### config.mk
export PLATFORM = sky130hd
export DESIGN_NAME = trap_clint
export DESIGN_NICKNAME = d
export VERILOG_FILES = /design/src/rtl/trap_clint.sv
export SDC_FILE = /design/constraint.sdc
export NUM_CORES = 1
export LEC_CHECK = 0
export BUFFER_PORTS_ARGS = -buffer_cell sky130_fd_sc_hd__buf_2
export CORE_AREA = 5 5 153 155
export DETAILED_ROUTE_END_ITERATION = 16
export DIE_AREA = 0 0 158 160
export MAX_ROUTING_LAYER = met4
export PLACE_DENSITY_LB_ADDON = 0.15
export SETUP_SLACK_MARGIN = 0.4
export SYNTH_ARGS = -nofsm -noshare
export SYNTH_HDL_FRONTEND = slang
export SYNTH_SLANG_ARGS = --single-unit
export TNS_END_PERCENT = 50
### constraint.sdc
create_clock -name Clk -period 2.4 [get_ports Clk]
set_input_delay 0.48 -clock Clk [delete_from_list [all_inputs] [get_ports Clk]]
set_output_delay 0.48 -clock Clk [all_outputs]
set_load 0.01 [all_outputs]
### src/rtl/trap_clint.sv
// trap_clint: machine-mode trap sequencer sitting beside the Ex stage.
// On ecall/ebreak (or timer interrupt) it stalls the pipeline, writes mepc, mcause and mstatus
// one CSR per cycle, then redirects the PC to mtvec. On mret it restores mstatus and jumps to mepc.
//
// Ports:
//   Clk, Rst                  clock; synchronous active-low reset
//   InstPcIn                  PC of the instruction in Ex
//   EcallIn/EbreakIn/MretIn   decoded system instructions valid in Ex
//   TimerIrqIn                level timer interrupt (only with CLINT_TIMER_IRQ_EN)
//   CsrMstatusIn/MtvecIn/MepcIn  live CSR values from the CSR file
//   CsrWriteEnableClintOut / CsrWriteAddrClintOut / CsrWriteDataClintOut  CSR write port
//   HoldPipeOut               stalls every pipeline stage
//   JumpFlagOut / JumpAddrOut one-cycle PC redirect
//
// Build option: define CLINT_TIMER_IRQ_EN to add the TimerIrqIn port and interrupt handling.
module trap_clint (
  input  logic        Clk,
  input  logic        Rst,
  input  logic [63:0] InstPcIn,
  input  logic        EcallIn,
  input  logic        EbreakIn,
  input  logic        MretIn,
`ifdef CLINT_TIMER_IRQ_EN
  input  logic        TimerIrqIn,
`endif
  input  logic [63:0] CsrMstatusIn,
  input  logic [63:0] CsrMtvecIn,
  input  logic [63:0] CsrMepcIn,
  output logic [63:0] CsrWriteDataClintOut,
  output logic [11:0] CsrWriteAddrClintOut,
  output logic        CsrWriteEnableClintOut,
  output logic        HoldPipeOut,
  output logic        JumpFlagOut,
  output logic [63:0] JumpAddrOut
);

  localparam logic [11:0] AddrMstatus = 12'h300;
  localparam logic [11:0] AddrMepc    = 12'h341;
  localparam logic [11:0] AddrMcause  = 12'h342;

  localparam logic [63:0] CauseEcall  = 64'd11;
  localparam logic [63:0] CauseEbreak = 64'd3;
  localparam logic [63:0] CauseTimer  = 64'h8000_0000_0000_0007;

  typedef enum logic [2:0] {
    StIdle, StWMepc, StWMcause, StWMstatus, StRMstatus, StJump
  } state_e;

  state_e      state_q, state_d;
  logic [63:0] pc_q, pc_d;
  logic [63:0] cause_q, cause_d;
  logic        mret_q, mret_d;

  logic sync_evt;
  logic timer_take;
  logic accept;

  assign sync_evt = EcallIn | EbreakIn | MretIn;

`ifdef CLINT_TIMER_IRQ_EN
  // Interrupt only wins when globally enabled and no synchronous event competes.
  assign timer_take = TimerIrqIn & CsrMstatusIn[3] & ~sync_evt;
`else
  assign timer_take = 1'b0;
`endif

  // Reset masks acceptance so nothing starts in the reset cycle.
  assign accept = Rst && (state_q == StIdle) && (sync_evt || timer_take);

  always_comb begin
    state_d = state_q;
    pc_d    = pc_q;
    cause_d = cause_q;
    mret_d  = mret_q;
    case (state_q)
      StIdle: begin
        if (accept) begin
          pc_d = InstPcIn;
          if (EcallIn) begin
            state_d = StWMepc;
            cause_d = CauseEcall;
            mret_d  = 1'b0;
          end else if (EbreakIn) begin
            state_d = StWMepc;
            cause_d = CauseEbreak;
            mret_d  = 1'b0;
          end else if (MretIn) begin
            state_d = StRMstatus;
            mret_d  = 1'b1;
          end else begin
            state_d = StWMepc;
            cause_d = CauseTimer;
            mret_d  = 1'b0;
          end
        end
      end
      StWMepc:    state_d = StWMcause;
      StWMcause:  state_d = StWMstatus;
      StWMstatus: state_d = StJump;
      StRMstatus: state_d = StJump;
      StJump:     state_d = StIdle;
      default:    state_d = StIdle;
    endcase
  end

  always_ff @(posedge Clk) begin
    if (!Rst) begin
      state_q <= StIdle;
      pc_q    <= '0;
      cause_q <= '0;
      mret_q  <= 1'b0;
    end else begin
      state_q <= state_d;
      pc_q    <= pc_d;
      cause_q <= cause_d;
      mret_q  <= mret_d;
    end
  end

  // mstatus images are built from the live CSR value so a write retiring in Wb is honoured.
  logic [63:0] mstatus_trap;
  logic [63:0] mstatus_mret;

  always_comb begin
    mstatus_trap        = CsrMstatusIn;
    mstatus_trap[7]     = CsrMstatusIn[3];
    mstatus_trap[3]     = 1'b0;
    mstatus_trap[12:11] = 2'b11;
    mstatus_mret        = CsrMstatusIn;
    mstatus_mret[3]     = CsrMstatusIn[7];
    mstatus_mret[7]     = 1'b1;
    mstatus_mret[12:11] = 2'b11;
  end

  always_comb begin
    CsrWriteEnableClintOut = 1'b0;
    CsrWriteAddrClintOut   = '0;
    CsrWriteDataClintOut   = '0;
    HoldPipeOut            = 1'b0;
    JumpFlagOut            = 1'b0;
    JumpAddrOut            = '0;
    case (state_q)
      StIdle: HoldPipeOut = accept;
      StWMepc: begin
        HoldPipeOut            = 1'b1;
        CsrWriteEnableClintOut = 1'b1;
        CsrWriteAddrClintOut   = AddrMepc;
        CsrWriteDataClintOut   = pc_q;
      end
      StWMcause: begin
        HoldPipeOut            = 1'b1;
        CsrWriteEnableClintOut = 1'b1;
        CsrWriteAddrClintOut   = AddrMcause;
        CsrWriteDataClintOut   = cause_q;
      end
      StWMstatus: begin
        HoldPipeOut            = 1'b1;
        CsrWriteEnableClintOut = 1'b1;
        CsrWriteAddrClintOut   = AddrMstatus;
        CsrWriteDataClintOut   = mstatus_trap;
      end
      StRMstatus: begin
        HoldPipeOut            = 1'b1;
        CsrWriteEnableClintOut = 1'b1;
        CsrWriteAddrClintOut   = AddrMstatus;
        CsrWriteDataClintOut   = mstatus_mret;
      end
      StJump: begin
        HoldPipeOut = 1'b1;
        JumpFlagOut = 1'b1;
        JumpAddrOut = mret_q ? CsrMepcIn : {CsrMtvecIn[63:2], 2'b00};
      end
      default: ;
    endcase
    // Outputs stay quiet for the whole reset cycle, even mid-sequence.
    if (!Rst) begin
      CsrWriteEnableClintOut = 1'b0;
      CsrWriteAddrClintOut   = '0;
      CsrWriteDataClintOut   = '0;
      HoldPipeOut            = 1'b0;
      JumpFlagOut            = 1'b0;
      JumpAddrOut            = '0;
    end
  end

endmodule

# After elaboration in Yosys (flattened, before gate mapping)

Cells that the tools add are included.
W data, S select, Z words.

Equality and inequality tests: 7
Muxes and demuxes: 24
Bitwise gates (word level): 2
Reduce and logical (&&, ||, !) cells: 8

Operators by type and width:

| cell                 | count |
|---|---|
| $mux W64             | 7 |
| $pmux W64 S4         | 1 |
| $pmux W10 S3         | 1 |
| $mux W12             | 1 |
| $mux W3              | 4 |
| $pmux W3 S4          | 1 |
| $mux W1              | 8 |
| $eq A3 B2 Y1 const B | 2 |
| $eq A3 B3 Y1 const B | 2 |
| $reduce_or A5 Y1     | 1 |
| $reduce_or A4 Y1     | 1 |
| $eq A3 B1 Y1 const B | 1 |
| $logic_not A3 Y1     | 1 |
| $ne A3 B3 Y1 const B | 1 |
| $reduce_and A3 Y1    | 1 |
| $logic_and A1 B1 Y1  | 2 |
| $ne A2 B2 Y1 const B | 1 |
| $or A1 B1 Y1         | 2 |
| $pmux W1 S2          | 1 |
| $reduce_and A2 Y1    | 1 |
| $reduce_or A2 Y1     | 1 |

Register bits: 132
Input bits: 261
Output and inout port bits: 143
Word-level logic and storage cells: 45

# Depth between registers and ports, before layout

Word-level depth: 5
Depth in mapped cells: 5
Gate-level depth less buffers: 4

# Worst setup path before layout

Ideal clock, no wire load.

Path type: input to output
From: input port Rst
To: output port HoldPipeOut
Arrival: 1460 ps
Data required time: 1920 ps
Path slack: 460 ps
Stages on the path: 5
Buffers on the path: 3
Path through: buf_2 -> clkbuf_1 -> clkbuf_1 -> nand2_1 -> a21oi_1

Longest elaborated chain between the ends: 4

Ends and longest elaborated chain:

| element                           | line | source |
|---|---|---|
| from (decl)                       | 18   | `input logic Rst,` |
| $logic_and A1 B1 Y1 (2 in series) | 68   | `assign accept = Rst && (state_q == StIdle) && (sync_evt \|\| timer_take);` |
| $pmux W1 S2                       | 142  | `case (state_q)` |
| $mux W1 *                         | 176  | `if (!Rst) begin` |
| to (decl)                         | 32   | `output logic HoldPipeOut,` |

Every way passes the cells marked *; elsewhere a longest branch is shown, timed or not.

# Worst setup path after layout

From: register state_q[2]
To: output port CsrWriteDataClintOut[63]

Longest elaborated chain between the ends: 3
Elaborated cells on any way between the ends: 6
Classes of those cells: eq/ne (4); mux (2)

Ends and longest elaborated chain:

| element                              | line | source |
|---|---|---|
| from (decl)                          | 49   | `state_e state_q, state_d;` |
| from (signal assigned)               | 108  | `state_q <= StIdle;` |
| from (signal assigned)               | 113  | `state_q <= state_d;` |
| $eq A3 B3 Y1 (tied with other cells) | 142  |  |
| $pmux W64 S4 *                       | 142  |  |
| $mux W64 *                           | 176  |  |
| to (decl)                            | 29   | `output logic [63:0] CsrWriteDataClintOut,` |

Marks and branches as above.

==> impl_results.md <==
* CP arrival at 1740 ps
* Netlist cell types at 38
* Initial core utilization at 0.2576
* Drt pass-1 iters at 7
* Ys Warns at 0
* Die area at 0.02528 sq mm
* Top-area cell type share of the netlist area at 0.3278
* Crit Path Max Fanout at 5
* Hold Buf Count CTS at 0
* Deepest clock path buffer count at 2
* Power density cells at 529.1 mW/mm^2
* Cell area after synthesis at 0.005588 sq mm
* Max rail drop VDD at 0.3093 mV
* Commonest non-fill, non-tap cells in the layout: 386 x buf_2, 179 x mux2i_1, 75 x nor2_1, 71 x nand2_1, 68 x inv_1
* Initial DRC Count at 294
* Antenna Nets Post-Route at 0
* Initial antenna violation count at 7
* Clk_skew at 6.729 ps
* Setup crit start kind: flip-flop
* Die Height at 160 microns
* Multi-input logic area at 0.003834 sq mm
* Max Clk Rate at 0.4509 GHz
* Area grow syn2layout at 62.16%
* # port buffers at 392
* Final WL at 26660 microns
* Root buffer cell: clkbuf_16
* Via count at 6282
* CP required at 1920 ps
* Min-Delay Path Class: primary input to flip-flop
* Max_cap viols at 0
* Outcome: completed
* CTS tree: yes
* Largest cells by area after synthesis: mux2i_1 33%, dfxtp_1 25%, o2bb2ai_1 8.8%
* Register bit total from synthesis at 71
* Unrepaired setup endpoints after global routing: true
* Synth area leader: mux2i_1
* Num CTS Buffers at 9
* Chip width at 158 microns
* Ys async rst share at 0
* Layout Utilization at 0.4178
* Row count at 54
* Syn Inst Count at 692
* Final min period at 2218 ps
* Total gr overflow at 0
* Post-synthesis sequential area ratio at 0.2544
* Placer Congestion at 0.8717
* Clock-pin slew of the registers on the worst-case setup and hold paths at 60 ps
* # IOs at 404
* # DRC at 0
* Number of global-route vias before repair at 6051
* Post-synth EDFFs at 0
* Critical Path Sink Type: output pin
* Setup TNS Final at 0 ps
* WL/cell at 19.35 microns
* Core Region at 0.02169 sq mm
* Largest net degree at the start of global routing at 79
* CTS H-tree lvls at 3
* Layout fillers at 2296
* Syn Area/Cell at 8.075 sq um
* Final-report hold violation count at 0
* Leakage at 0.004490 uW
* Setup violations, final at 0
* Register area at 0.001436 sq mm
* Count of pins over their slew limit at 0
* First-pass GRT wire length at 36710 microns
* CTS Sinks at 71
* Critical path class: flip-flop to output pin
* Gr usage total at 0.1967
* Layout Nets at 1350
* Prevailing post-synth register cell: dfxtp_1
* Most common cell after layout, fill and taps aside: buf_2
* Final period util at 0.9241
* DP HPWL at 19880 microns
* Vias/cell at 4.559
* Clk_lat worst skew at 340 ps
* Layout cells sized above 1 at 0.4653
synthesized netlist by cell type (3+ instances only):
library cell    n
a21oi_1         4
a221oi_1        4
and2_1         57
and3_1          3
buf_1           6
buf_2          13
buf_4           8
buf_6           6
clkbuf_1       33
dfxtp_1        71
inv_1          68
mux2_2          4
mux2i_1       183
nand2_1        72
nor2_1         75
o21a_1          3
o2bb2ai_1      56
per-stage QoR:
| stage | std cells | worst slack (ps) | cell area [sq um] | hold slack [ps] | power, uW |
|---|---|---|---|---|---|
| finish | 1378 | 182.1 | 9061 | 372.1 | 4794 |
| global route | 1378 | 96.17 | 9061 | 372.7 | 5076 |
| CTS | 1358 | 152.5 | 8577 | 359.5 | 4629 |
| detailed placement | 1325 | 181.4 | 7864 | 435.1 | 3056 |
| global placement | 1325 | 187.0 | 7864 | 426.8 | 3045 |
| floorplan | 698 | 459.9 | 5610 | 413.7 | 2478 |
final cells by class:
cell class / instances / share of cell area
clock buffer: 13 / 0.02762
multi-input combinational: 493 / 0.4231
tap: 280 / 0.03866
inverter: 68 / 0.02817
antenna: 4 / 0.001105
sequential: 71 / 0.1585
timing repair buffer: 446 / 0.3183
clock inverter: 3 / 0.004557
report_power, final:
part	internal (uW)	switching, uW	total (uW)	leakage (uW)
sequential	1360	112	1480	0.000591
combinational	1040	912	1950	0.00376
clock	834	530	1360	0.000144
cell families (layout without fill, tap and decap cells):
kind of cell / count (synthesis) / in the layout / share of synthesized area
simple gates: 225 / 225 / 0.1926
mux: 187 / 187 / 0.3359
buf+inv: 134 / 530 / 0.1064
compound gates: 74 / 74 / 0.1102
flops: 71 / 71 / 0.2544
other cells: 1 / 11 / 0.0006711
path summary, 6_finish.rpt:
check,from,to,slack [ps],cells after the start
hold / removal,InstPcIn[31],pc_q[31],370,3
hold reg to reg,cause_q[1],cause_q[1],440,2
setup / recovery,state_q[2],CsrWriteDataClintOut[63],180,7
setup reg to reg,state_q[1],pc_q[63],270,8
sequential cells by signal, summed over array words and instances (netlist names):
register  flops
cause_q       3
mret_q        1
pc_q         64
state_q       3
worst max-delay path, cell delays in order (launching register included):
cell,delay (ps)
dfxtp_4,350
nor3b_4,150
buf_12,130
buf_12,140
clkbuf_16,160
a221oi_2,250
nor2_1,60
buf_2,150
per-layer routing:
metal | vias to the layer above | wire length (microns) | track usage
met5 | - | 0 | -
met4 | 0 | 547 | 0.06243
met3 | 24 | 2259 | 0.05440
met2 | 246 | 13890 | 0.3510
met1 | 2894 | 9966 | 0.2090
li1 | 3118 | - | -
repair_timing:
action,CTS,global route
pin swaps,2,15
endpoints found under the setup margin,139,198
cloned,5,8
resized for setup,39,41
setup buffers,12,8
No activity file was read; power rests on OpenSTA's default activity.
